===== config.mk =====
export PLATFORM = sky130hd
export DESIGN_NAME = fifo_umbral
export DESIGN_NICKNAME = d
export VERILOG_FILES = /design/src/rtl/fifo_umbral.sv
export SDC_FILE = /design/constraint.sdc
export NUM_CORES = 1
export LEC_CHECK = 0
export ABC_AREA = 0
export CORE_MARGIN = 2
export CORE_UTILIZATION = 45
export DETAILED_ROUTE_END_ITERATION = 16
export GPL_TIMING_DRIVEN = 1
export PLACE_DENSITY = 0.68
export SYNTH_ARGS = -nofsm -noshare
export SYNTH_HDL_FRONTEND = slang
export SYNTH_SLANG_ARGS = --single-unit

===== constraint.sdc =====
create_clock -name clk -period 3.15 [get_ports clk]
set_input_delay 0.945 -clock clk [delete_from_list [all_inputs] [get_ports clk]]
set_output_delay 0.945 -clock clk [all_outputs]
set_load 0.05 [all_outputs]

===== src/rtl/fifo_umbral.sv =====
// rtl/fifo_umbral.sv - synchronous FIFO with programmable almost-full/almost-empty thresholds
// Sticky error flag covers both overflow (write while full) and underflow (read while empty).
module fifo_umbral #(
  parameter int DATA_WIDTH = 6,
  parameter int ADDR_WIDTH = 2,
  parameter int LENGTH     = ADDR_WIDTH + 1
) (
  input  logic                  clk,
  input  logic                  reset,
  input  logic                  init,
  input  logic [LENGTH-1:0]     umbral_alto,
  input  logic [LENGTH-1:0]     umbral_bajo,
  input  logic                  wr_enable,
  input  logic [DATA_WIDTH-1:0] data_in,
  input  logic                  rd_enable,
  output logic [DATA_WIDTH-1:0] data_out,
  output logic                  valid_out,
  output logic                  fifo_empty,
  output logic                  fifo_full,
  output logic                  almost_full,
  output logic                  almost_empty,
  output logic                  fifo_error
);

  localparam int              DEPTH   = 2 ** ADDR_WIDTH;
  localparam logic [LENGTH-1:0] L_DEPTH = LENGTH'(DEPTH);
  localparam logic [LENGTH-1:0] L_ALTO0 = LENGTH'(DEPTH - 1);
  localparam logic [LENGTH-1:0] L_BAJO0 = LENGTH'(1);

  logic [DATA_WIDTH-1:0] r_mem [DEPTH];
  logic [ADDR_WIDTH-1:0] r_wr_ptr;
  logic [ADDR_WIDTH-1:0] r_rd_ptr;
  logic [LENGTH-1:0]     r_count;
  logic [LENGTH-1:0]     r_alto;
  logic [LENGTH-1:0]     r_bajo;
  logic [DATA_WIDTH-1:0] r_data_out;
  logic                  r_valid_out;
  logic                  r_error;

  logic w_empty;
  logic w_full;
  logic w_rd_ok;
  logic w_wr_ok;
  logic w_overflow;
  logic w_underflow;

  assign w_empty     = (r_count == '0);
  assign w_full      = (r_count == L_DEPTH);
  assign w_rd_ok     = rd_enable && !w_empty;
  // A full FIFO still accepts a write when a read frees a slot in the same cycle.
  assign w_wr_ok     = wr_enable && (!w_full || w_rd_ok);
  assign w_overflow  = wr_enable && w_full && !w_rd_ok;
  assign w_underflow = rd_enable && w_empty;

  always_ff @(posedge clk) begin
    if (!init && w_wr_ok) begin
      r_mem[r_wr_ptr] <= data_in;
    end
  end

  always_ff @(posedge clk or posedge reset) begin
    if (reset) begin
      r_wr_ptr    <= '0;
      r_rd_ptr    <= '0;
      r_count     <= '0;
      r_alto      <= L_ALTO0;
      r_bajo      <= L_BAJO0;
      r_data_out  <= '0;
      r_valid_out <= 1'b0;
      r_error     <= 1'b0;
    end else if (init) begin
      r_wr_ptr    <= '0;
      r_rd_ptr    <= '0;
      r_count     <= '0;
      r_alto      <= umbral_alto;
      r_bajo      <= umbral_bajo;
      r_valid_out <= 1'b0;
      r_error     <= 1'b0;
    end else begin
      r_valid_out <= w_rd_ok;
      if (w_rd_ok) begin
        r_data_out <= r_mem[r_rd_ptr];
        r_rd_ptr   <= r_rd_ptr + 1'b1;
      end
      if (w_wr_ok) begin
        r_wr_ptr <= r_wr_ptr + 1'b1;
      end
      case ({w_wr_ok, w_rd_ok})
        2'b10:   r_count <= r_count + 1'b1;
        2'b01:   r_count <= r_count - 1'b1;
        default: r_count <= r_count;
      endcase
      if (w_overflow || w_underflow) begin
        r_error <= 1'b1;
      end
    end
  end

  assign data_out     = r_data_out;
  assign valid_out    = r_valid_out;
  assign fifo_error   = r_error;
  assign fifo_empty   = w_empty;
  assign fifo_full    = w_full;
  assign almost_full  = (r_count >= r_alto);
  assign almost_empty = (r_count <= r_bajo);

endmodule


# == Word-level counts from Yosys, hierarchy flattened ==
# Memory sizes are Yosys's and may differ from the RTL's. A register that Yosys moved wholly into a read port is not among the register bits.
# Index checks and enable logic that the tools add are counted.
# Widths: inputs -> output; s select.
# word_totals
regBits,15
wordCells,47
mem_count,1
ramBits,24
# memory_table
name,depth,word_bits,rd,rd_clocked_by_memory_dff,wr,line_no,source
r_mem,4,6,1,1,1,30,logic [DATA_WIDTH-1:0] r_mem [DEPTH];
# classes
n_eq_ne,3
mux,11
magnitude_cmp,2
n_bitwise,1
add_sub_neg,4
n_reduce_logical,18
# ops
operator,count
$mux 2,4
$logic_and 1x1->1,6
$pmux 3 s2,1
$reduce_bool 2->1,3
$mux 1,5
$add 2x1->2 const B,2
$logic_not 1->1,4
$add 3x1->3 const B,1
$eq 3x3->1 const B,1
$ge 3x3->1,1
$le 3x3->1,1
$logic_not 3->1,1
$mux 3,1
$reduce_bool 3->1,1
$sub 3x1->3 const B,1
$eq 2x1->1 const B,1
$eq 2x2->1 const B,1
$logic_or 1x1->1,2
$reduce_and 2->1,1
$not 1->1,1

# == Longest topological paths before layout ==
# Gate-level depths: netlist (run 1).
# depth
ltp_word,8
depth_mapped,7

# == Least setup slack after synthesis (run 1) ==
# Ideal clock, no wire load.
# synth_path
path_type,register to output
from,register r_count[1]
to,output port almost_empty
path_slack_ns,0.134
path_stages_with_launch,5
t_arrival_ns,2.071
cell_sequence,dfrtp_1 -> ha_1 -> nor2b_1 -> o21a_1 -> o21ai_0
# synth_between
elab_chain_len,1
# synth_rtl
item,line_no,source
from (decl),33,logic [LENGTH-1:0] r_count;
from (signal assigned),89,2'b10: r_count <= r_count + 1'b1;
from (signal assigned),90,2'b01: r_count <= r_count - 1'b1;
from (signal assigned),91,default: r_count <= r_count;
$le 3x3->1,105,assign almost_empty = (r_count <= r_bajo);
to (decl),21,"output logic almost_empty,"
# Every way passes these cells.

# == Final worst setup path (run 1) ==
# layout_path
from,register r_count[2]
to,output port fifo_empty
# layout_between
elab_chain_len,1
# layout_rtl
item,line_no,source
$logic_not 3->1,47,assign w_empty = (r_count == '0);
to (decl),18,"output logic fifo_empty,"
# Every way passes these cells.

==> results.sh, run 1 <==
export IMPL_core_mm2=0.004414
export IMPL_maxCapViolCount=0
export IMPL_synthArstFlopShare=0.4667
export IMPL_synth_top_cell_by_area="edfxtp_1"
export IMPL_seq_power_share=0.438
export IMPL_syn_inst=151
export IMPL_drt_iter0_drc=58
export IMPL_antennaDiodeCount=0
export IMPL_rsz0062_at_grt="false"
export IMPL_use_met2=0.2630
export IMPL_cp_arrival_ns=2.10
export IMPL_min_from="data_out[0]"
export IMPL_tritoncts="done"
export IMPL_vias=1254
export IMPL_grt_pass1_vias=1279
export IMPL_antenna_left=0
export IMPL_drc_errors=0
export IMPL_area_growth_pct=21.41
export IMPL_cp_endpoint="fifo_empty"
export IMPL_swShare=0.3275
export IMPL_p_clk_frac=0.250
export IMPL_timing_final_crit_share=0.9669
export IMPL_crit_chain="nor3_2 -> clkdlybuf4s50_1"
export IMPL_clk_latency_ns=0.30
export IMPL_synth_edf_count=24
export IMPL_r2r_start="r_count[2]"
export IMPL_p_per_area_mw_per_mm2=670.6
export IMPL_die_y_um=72.18
export IMPL_num_rows=24
export IMPL_synth_warnings=0
export IMPL_detailed_place_hpwl_mm=2.591
export IMPL_worstSetupEndpointType="primary output"
export IMPL_initial_utilization=0.4739
export IMPL_post_route_min_period_ns=3.046
export IMPL_final_max_slew_violation_count=0
export IMPL_ctsResizeCount=0
export IMPL_cts_max_path_buffers=2
export IMPL_hold_viol_final=0
export IMPL_ff2ff_setup_slack_ns=0.67
export IMPL_vias_per_cell=5.359
export IMPL_final_cell_mix="clkdlybuf4s50_1 (26), edfxtp_1 (24), dfrtp_1 (18), inv_1 (11), ha_1 (10)"
export IMPL_power_leakage_nw=1.002
export IMPL_first_pass_iters=4
export IMPL_crit_path_start="r_count[2]"
export IMPL_ir_worst_vdd_mv=0.3167
export IMPL_cp_max_fo=15
export IMPL_grt_util_met3=0.03611
export IMPL_fin_nets=209
export IMPL_num_io_pins=29
export IMPL_cts_root_buf="clkbuf_8"
export IMPL_status="complete, no violations"
export IMPL_r2r_cells=6
export IMPL_clock_sinks=45
export IMPL_fmax_ghz=0.3283
export IMPL_totalWireLength_mm=3.698
export IMPL_gr_max_usage_layer="met2"
export IMPL_slew_limit_headroom=0.4206
export IMPL_io_buffers=28
export IMPL_synth_area_leaders="edfxtp_1 (34%), dfrtp_1 (22%), mux4_2 (6.5%)"
export IMPL_pwr_share_comb=0.312
export IMPL_skew_ns=0.006269
export IMPL_dieArea_mm2=0.005210
export IMPL_synth_top_area_frac=0.3445
export IMPL_synthFlopType="edfxtp_1"
export IMPL_crit_required_ns=2.20
export IMPL_met1_usage=0.2060
export IMPL_grt_max_degree=22
export IMPL_place_congestion=0.7213
export IMPL_yosysSeqAreaShare=0.5975
export IMPL_grt_pass1_wl_mm=6.196
export IMPL_htree_levels=2
export IMPL_numCtsBuffers=5
export IMPL_syn_area_per_cell_um2=13.85
export IMPL_p_sw_mw=0.5578
export IMPL_whs_ns=0.5099
export IMPL_layout_commonest_cell="clkdlybuf4s50_1"
export IMPL_wire_per_inst_um=15.80
export IMPL_antenna_found_initial=0
export IMPL_internal_power_mw=1.145
export IMPL_fp_dieW_um=72.18
export IMPL_hold_buffers=0
export IMPL_critPathSlowestCell="clkdlybuf4s50_1"
export IMPL_grt_ovfl_total=0
export IMPL_hp_class="flip-flop to flip-flop"
export IMPL_synthesis_nets=179
export IMPL_reg2reg_to="r_count[2]"
export IMPL_drive_gt1_frac=0.1703
export IMPL_worst_slew_pin_slew_ns=0.8682
export IMPL_worst_setup_path_start_kind="flip-flop"
export IMPL_synth_cell_type_count=40
export IMPL_syn_area_mm2=0.002092
export IMPL_ys_ff_latch=45
export IMPL_grt_usage=0.1615
export IMPL_finalSetupViolations=0
export IMPL_critPathMaxStageDelay_ns=0.87
export IMPL_critical_path_class="flip-flop to primary output"
export IMPL_clk_pin_slew_ns=0.08
export IMPL_fin_setup_tns_ns=0
export IMPL_postCtsSetupBuffers=0
## worst max-delay path, delay by kind of cell (launching register included)
kind          cells  cell delay (ns)
simple gates      1             0.36
flops             1             0.58
buf+inv           1             0.87
## through the flow
stage	instances	utilization	cell area [um^2]	setup WS (ns)	total power, mW
finish	234	0.5754	2540	0.1042	1.703
global route	234	0.5754	2540	0.03128	1.781
CTS	234	0.5754	2540	0.1023	1.721
detailed placement	226	0.5513	2434	0.1805	1.297
global placement	226	0.5513	2434	0.2797	1.281
floorplan	151	-	2092	0.1342	1.113
## synthesized netlist by cell type, types with 2 or more instances
library cell / count
edfxtp_1: 24
dfrtp_1: 18
inv_1: 11
ha_1: 10
o21ai_0: 9
mux2_2: 8
buf_2: 6
mux4_2: 6
nand2_1: 6
a21oi_1: 5
and2_1: 5
nor2_1: 5
dfstp_2: 3
o21a_1: 3
xor2_1: 3
a21o_1: 2
buf_1: 2
nor2b_1: 2
or3_1: 2
## state kept, by name, summed over array words and instances, names as in the netlist
| name | cells |
|---|---|
| fifo_error | 1 |
| r_count | 3 |
| r_rd_ptr | 2 |
| r_alto | 3 |
| r_bajo | 3 |
| r_wr_ptr | 2 |
| r_mem | 24 |
| valid_out | 1 |
| data_out | 6 |
## final cells by class
class                   instances  area [um^2]
well taps                      52        65.06
multi-input cells              86        759.5
clock inverters                 2        33.78
inverters                      11        41.29
flip-flops and latches         45         1250
repair buffers                 32        317.8
clock buffers                   6        72.57
fillers                       347         1874
## power by group through the flow
stage                     registers [mW]  logic (mW)  clock network (mW)
after global routing               0.758       0.566               0.457
after detailed placement           0.761       0.535                   0
after floorplan                    0.882       0.231                   0
after CTS                          0.748       0.537               0.435
after global placement             0.757       0.524                   0
final                              0.746       0.531               0.426
## kinds of logic (layout without fill, tap and decap cells)
kind of cell / after synthesis / count (layout) / synth area share
DFF: 45 / 45 / 0.5975
and+or+nand+nor: 30 / 30 / 0.08732
AOI/OAI and AO/OA: 26 / 26 / 0.07716
buffers and inverters: 20 / 51 / 0.03947
muxes: 15 / 15 / 0.1124
adders and majority gates: 11 / 11 / 0.06938
xor gates and xnor gates: 4 / 4 / 0.01675
## per-layer routing
| layer | part of all wire | wire length [um] |
|---|---|---|
| met2 | 0.47 | 1743 |
| met4 | 0.021 | 76 |
| met1 | 0.47 | 1723 |
| met3 | 0.042 | 155 |
| met5 | 0 | 0 |
## worst min-delay path by stage
stage                   to  slack [ns]  cells past startpoint
6_report       data_out[0]        0.51                      1
3_5_place_dp   data_out[0]        0.50                      1
2_1_floorplan    r_alto[1]        0.46                      2
4_1_cts          r_alto[1]        0.52                      2
3_3_place_gp     r_alto[1]        0.48                      2
5_1_grt        data_out[2]        0.53                      1
No activity file was read; power rests on OpenSTA's default activity.
==> run 2, diff against run 1 <==
--- a/config.mk
+++ b/config.mk
@@ -8,9 +8,11 @@
 export ABC_AREA = 0
 export CORE_MARGIN = 2
 export CORE_UTILIZATION = 45
+export CTS_BUF_LIST = sky130_fd_sc_hd__clkbuf_4 sky130_fd_sc_hd__clkbuf_8 sky130_fd_sc_hd__clkbuf_16
 export DETAILED_ROUTE_END_ITERATION = 16
 export GPL_TIMING_DRIVEN = 1
 export PLACE_DENSITY = 0.68
+export SLEW_MARGIN = 20
 export SYNTH_ARGS = -nofsm -noshare
 export SYNTH_HDL_FRONTEND = slang
 export SYNTH_SLANG_ARGS = --single-unit
==> results.sh, run 2 (synthesized netlist as in run 1, its figures left out) <==
export IMPL_power_leakage_nw=1.005
export IMPL_antenna_left=0
export IMPL_maxCapViolCount=0
export IMPL_drc_errors=0
export IMPL_wl_met2_mm=1.737
export IMPL_wl_met3_um=142
export IMPL_timing_final_crit_share=0.9668
export IMPL_whs_ns=0.5099
export IMPL_first_pass_iters=4
export IMPL_clk_pin_slew_ns=0.08
export IMPL_clk_latency_ns=0.30
export IMPL_num_io_pins=29
export IMPL_grt_usage=0.1621
export IMPL_critical_path_class="flip-flop to primary output"
export IMPL_layout_commonest_cell="clkdlybuf4s50_1"
export IMPL_numCtsBuffers=5
export IMPL_fp_dieW_um=72.18
export IMPL_dieArea_mm2=0.005210
export IMPL_fmax_ghz=0.3284
export IMPL_htree_levels=2
export IMPL_wirelength_met1_mm=1.742
export IMPL_die_y_um=72.18
export IMPL_vias_per_cell=5.368
export IMPL_fin_nets=209
export IMPL_totalWireLength_mm=3.704
export IMPL_hold_buffers=0
export IMPL_drive_gt1_frac=0.1758
export IMPL_final_max_slew_violation_count=0
export IMPL_rsz0062_at_grt="false"
export IMPL_wire_per_inst_um=15.83
export IMPL_num_rows=24
export IMPL_cts_max_path_buffers=2
export IMPL_grt_pass1_vias=1279
export IMPL_hold_viol_final=0
export IMPL_ir_worst_vdd_mv=0.3166
export IMPL_fin_setup_tns_ns=0
export IMPL_drt_iter0_drc=57
export IMPL_hp_class="flip-flop to flip-flop"
export IMPL_antenna_found_initial=0
export IMPL_area_growth_pct=21.59
export IMPL_clock_sinks=45
export IMPL_ctsResizeCount=0
export IMPL_io_buffers=28
export IMPL_cp_max_fo=15
export IMPL_cts_root_buf="clkbuf_8"
export IMPL_skew_ns=0.006641
export IMPL_antennaDiodeCount=0
export IMPL_post_route_min_period_ns=3.045
export IMPL_worst_slew_pin_slew_ns=0.8684
export IMPL_status="complete, no violations"
export IMPL_grt_max_degree=22
export IMPL_postCtsSetupBuffers=0
export IMPL_core_mm2=0.004414
export IMPL_regMostFlops="r_mem"
export IMPL_place_congestion=0.7213
export IMPL_tritoncts="done"
export IMPL_cp_arrival_ns=2.10
export IMPL_initial_utilization=0.4739
export IMPL_grt_pass1_wl_mm=6.223
export IMPL_detailed_place_hpwl_mm=2.591
export IMPL_worstSetupEndpointType="primary output"
export IMPL_worst_setup_path_start_kind="flip-flop"
export IMPL_largest_register_ffs=24
export IMPL_grt_ovfl_total=0
export IMPL_final_cell_mix="clkdlybuf4s50_1 (26), edfxtp_1 (24), dfrtp_1 (18), inv_1 (11), ha_1 (10)"
export IMPL_vias=1256
export IMPL_top_layer="met4"
export IMPL_finalSetupViolations=0
export IMPL_p_per_area_mw_per_mm2=672.8
export IMPL_crit_required_ns=2.20
export IMPL_slew_limit_headroom=0.4204
run 2: changes by cell type in the layout (fill, tap and decap cells not counted):
cell / previous run / this run
clkbuf_1: 1 / 0
clkbuf_4: 0 / 1
run 2: final timing paths:
| path | startpoint | endpoint | slack (ns) | depth (start not counted) |
|---|---|---|---|---|
| max | r_count[2] | fifo_empty | 0.10 | 2 |
| min | data_out[0] | data_out[0] | 0.51 | 1 |
| max reg2reg | r_count[2] | r_count[2] | 0.67 | 6 |
| min reg2reg | data_out[0] | data_out[0] | 0.51 | 1 |
| max in group asynchronous | reset | r_wr_ptr[0] | 1.49 | 2 |
| min in group asynchronous | reset | data_out[2] | 1.12 | 2 |
run 2: layer usage:
layer | up-vias | GRT usage
met5 | - | 0
met4 | 0 | 0.07547
met3 | 7 | 0.03611
met2 | 24 | 0.2630
met1 | 623 | 0.2078
li1 | 602 | -
run 2: critical path: stages (launching register included):
cell             delay [ns]
dfrtp_1                0.58
nor3_2                 0.36
clkdlybuf4s50_1        0.87
run 2: stage by stage:
| step | power (mW) | setup slack, ns | instances | area (um^2) | utilization |
|---|---|---|---|---|---|
| 2_1_floorplan | 1.113 | 0.1342 | 151 | 2092 | - |
| 3_3_place_gp | 1.281 | 0.2797 | 226 | 2434 | 0.5513 |
| 3_5_place_dp | 1.297 | 0.1805 | 226 | 2434 | 0.5513 |
| 4_1_cts | 1.730 | 0.1023 | 234 | 2544 | 0.5762 |
| 5_1_grt | 1.790 | 0.03128 | 234 | 2544 | 0.5762 |
| 6_report | 1.711 | 0.1047 | 234 | 2544 | 0.5762 |
run 2: power by group:
group / leakage (nW) / switching, mW / total [mW] / internal, mW
registers: 0.478 / 0.0562 / 0.746 / 0.690
clock network: 0.0563 / 0.191 / 0.434 / 0.243
logic: 0.471 / 0.310 / 0.531 / 0.221
run 2: layout make-up:
class	count	area, um^2
flip-flops and latches	45	1250
clock buffers	6	76.32
fillers	348	1871
multi-input cells	86	759.5
clock inverters	2	33.78
well taps	52	65.06
inverters	11	41.29
repair buffers	32	317.8
==> run 3, diff against run 2 <==
--- a/config.mk
+++ b/config.mk
@@ -12,6 +12,7 @@
 export DETAILED_ROUTE_END_ITERATION = 16
 export GPL_TIMING_DRIVEN = 1
 export PLACE_DENSITY = 0.68
+export RECOVER_POWER = 25
 export SLEW_MARGIN = 20
 export SYNTH_ARGS = -nofsm -noshare
 export SYNTH_HDL_FRONTEND = slang
==> results.sh, run 3 (synthesized netlist as in run 1, its figures left out) <==
export IMPL_status="complete, no violations"
export IMPL_clk_latency_ns=0.30
export IMPL_area_growth_pct=21.59
export IMPL_hold_viol_final=0
export IMPL_core_mm2=0.004414
export IMPL_antenna_found_initial=0
export IMPL_fmax_ghz=0.3287
export IMPL_crit_required_ns=2.20
export IMPL_cts_max_path_buffers=2
export IMPL_place_congestion=0.7213
export IMPL_postCtsSetupBuffers=0
export IMPL_initial_utilization=0.4739
export IMPL_detailed_place_hpwl_mm=2.591
export IMPL_antennaDiodeCount=0
export IMPL_layout_commonest_cell="edfxtp_1"
export IMPL_drive_gt1_frac=0.1758
export IMPL_worst_slew_pin_slew_ns=0.8668
export IMPL_htree_levels=2
export IMPL_critical_path_class="flip-flop to primary output"
export IMPL_grt_ovfl_total=0
export IMPL_final_cell_mix="edfxtp_1 (24), clkdlybuf4s50_1 (19), dfrtp_1 (18), inv_1 (11), ha_1 (10)"
export IMPL_worstSetupEndpointType="primary output"
export IMPL_fin_nets=209
export IMPL_grt_usage=0.1621
export IMPL_first_pass_iters=4
export IMPL_skew_ns=0.006635
export IMPL_power_leakage_nw=1.007
export IMPL_fin_util=0.5762
export IMPL_clk_pin_slew_ns=0.08
export IMPL_vias=1262
export IMPL_num_rows=24
export IMPL_p_per_area_mw_per_mm2=671.1
export IMPL_holdPathStages=1
export IMPL_tritoncts="done"
export IMPL_r2r_cells=6
export IMPL_largest_register_ffs=24
export IMPL_dieArea_mm2=0.005210
export IMPL_slew_limit_headroom=0.4215
export IMPL_antenna_left=0
export IMPL_worst_setup_path_start_kind="flip-flop"
export IMPL_wire_per_inst_um=15.81
export IMPL_finalSetupViolations=0
export IMPL_cp_arrival_ns=2.10
export IMPL_hp_class="flip-flop to flip-flop"
export IMPL_maxCapViolCount=0
export IMPL_final_setup_worst_slack_ns=0.1074
export IMPL_fp_dieW_um=72.18
export IMPL_clock_sinks=45
export IMPL_die_y_um=72.18
export IMPL_pre_cts_ws_ns=0.1805
export IMPL_io_buffers=28
export IMPL_ctsResizeCount=0
export IMPL_grt_max_degree=22
export IMPL_numCtsBuffers=5
export IMPL_ir_worst_vdd_mv=0.3135
export IMPL_grt_pass1_vias=1279
export IMPL_post_route_min_period_ns=3.043
export IMPL_final_max_slew_violation_count=0
export IMPL_cp_max_fo=15
export IMPL_drt_iter0_drc=61
export IMPL_drc_errors=0
export IMPL_grt_pass1_wl_mm=6.223
export IMPL_totalWireLength_mm=3.700
export IMPL_vias_per_cell=5.393
export IMPL_rsz0062_at_grt="false"
export IMPL_fin_setup_tns_ns=0
export IMPL_timing_final_crit_share=0.9659
export IMPL_num_io_pins=29
export IMPL_regMostFlops="r_mem"
export IMPL_hold_buffers=0
export IMPL_cts_root_buf="clkbuf_8"
-- run 3: worst paths after layout --
check	startpoint	end	slack (ns)
worst max-delay path	r_count[2]	fifo_empty	0.11
worst min-delay path	data_out[0]	data_out[0]	0.51
worst max register to register	r_count[2]	r_count[2]	0.67
worst min register to register	data_out[0]	data_out[0]	0.51
max in group asynchronous	reset	r_wr_ptr[0]	1.35
min in group asynchronous	reset	data_out[2]	1.26
-- run 3: cell type report --
cell class | instances | area [um^2]
Fill cell | 348 | 1871
Sequential cell | 45 | 1250
Multi-Input combinational cell | 86 | 759.5
Timing Repair Buffer | 32 | 317.8
Clock buffer | 6 | 76.32
Tap cell | 52 | 65.06
Inverter | 11 | 41.29
Clock inverter | 2 | 33.78
-- run 3: where the power goes --
group | leakage (nW) | internal (mW) | switching (mW)
logic | 0.473 | 0.219 | 0.310
registers | 0.478 | 0.690 | 0.0562
clock network | 0.0563 | 0.243 | 0.189
-- run 3: critical path, stage by stage, from the launching register on --
cell and delay, ns:
dfrtp_1 0.58, nor3_2 0.36, clkdlybuf4s50_1 0.87
-- run 3: routing by layer --
metal | up-vias | GRT usage | share of wire
met5 | - | 0 | 0
met3 | 4 | 0.03611 | 0.050
met2 | 30 | 0.2630 | 0.48
met1 | 627 | 0.2078 | 0.46
li1 | 601 | - | -
met4 | 0 | 0.07547 | 0.0078
-- run 3: metrics by stage --
stage / hold WS [ns] / area, um^2 / power (mW) / cells
finish: 0.5100 / 2544 / 1.707 / 234
global route: 0.5271 / 2544 / 1.788 / 234
CTS: 0.5163 / 2544 / 1.730 / 234
detailed placement: 0.5003 / 2434 / 1.297 / 226
global placement: 0.4841 / 2434 / 1.281 / 226
floorplan: 0.4631 / 2092 / 1.113 / 151
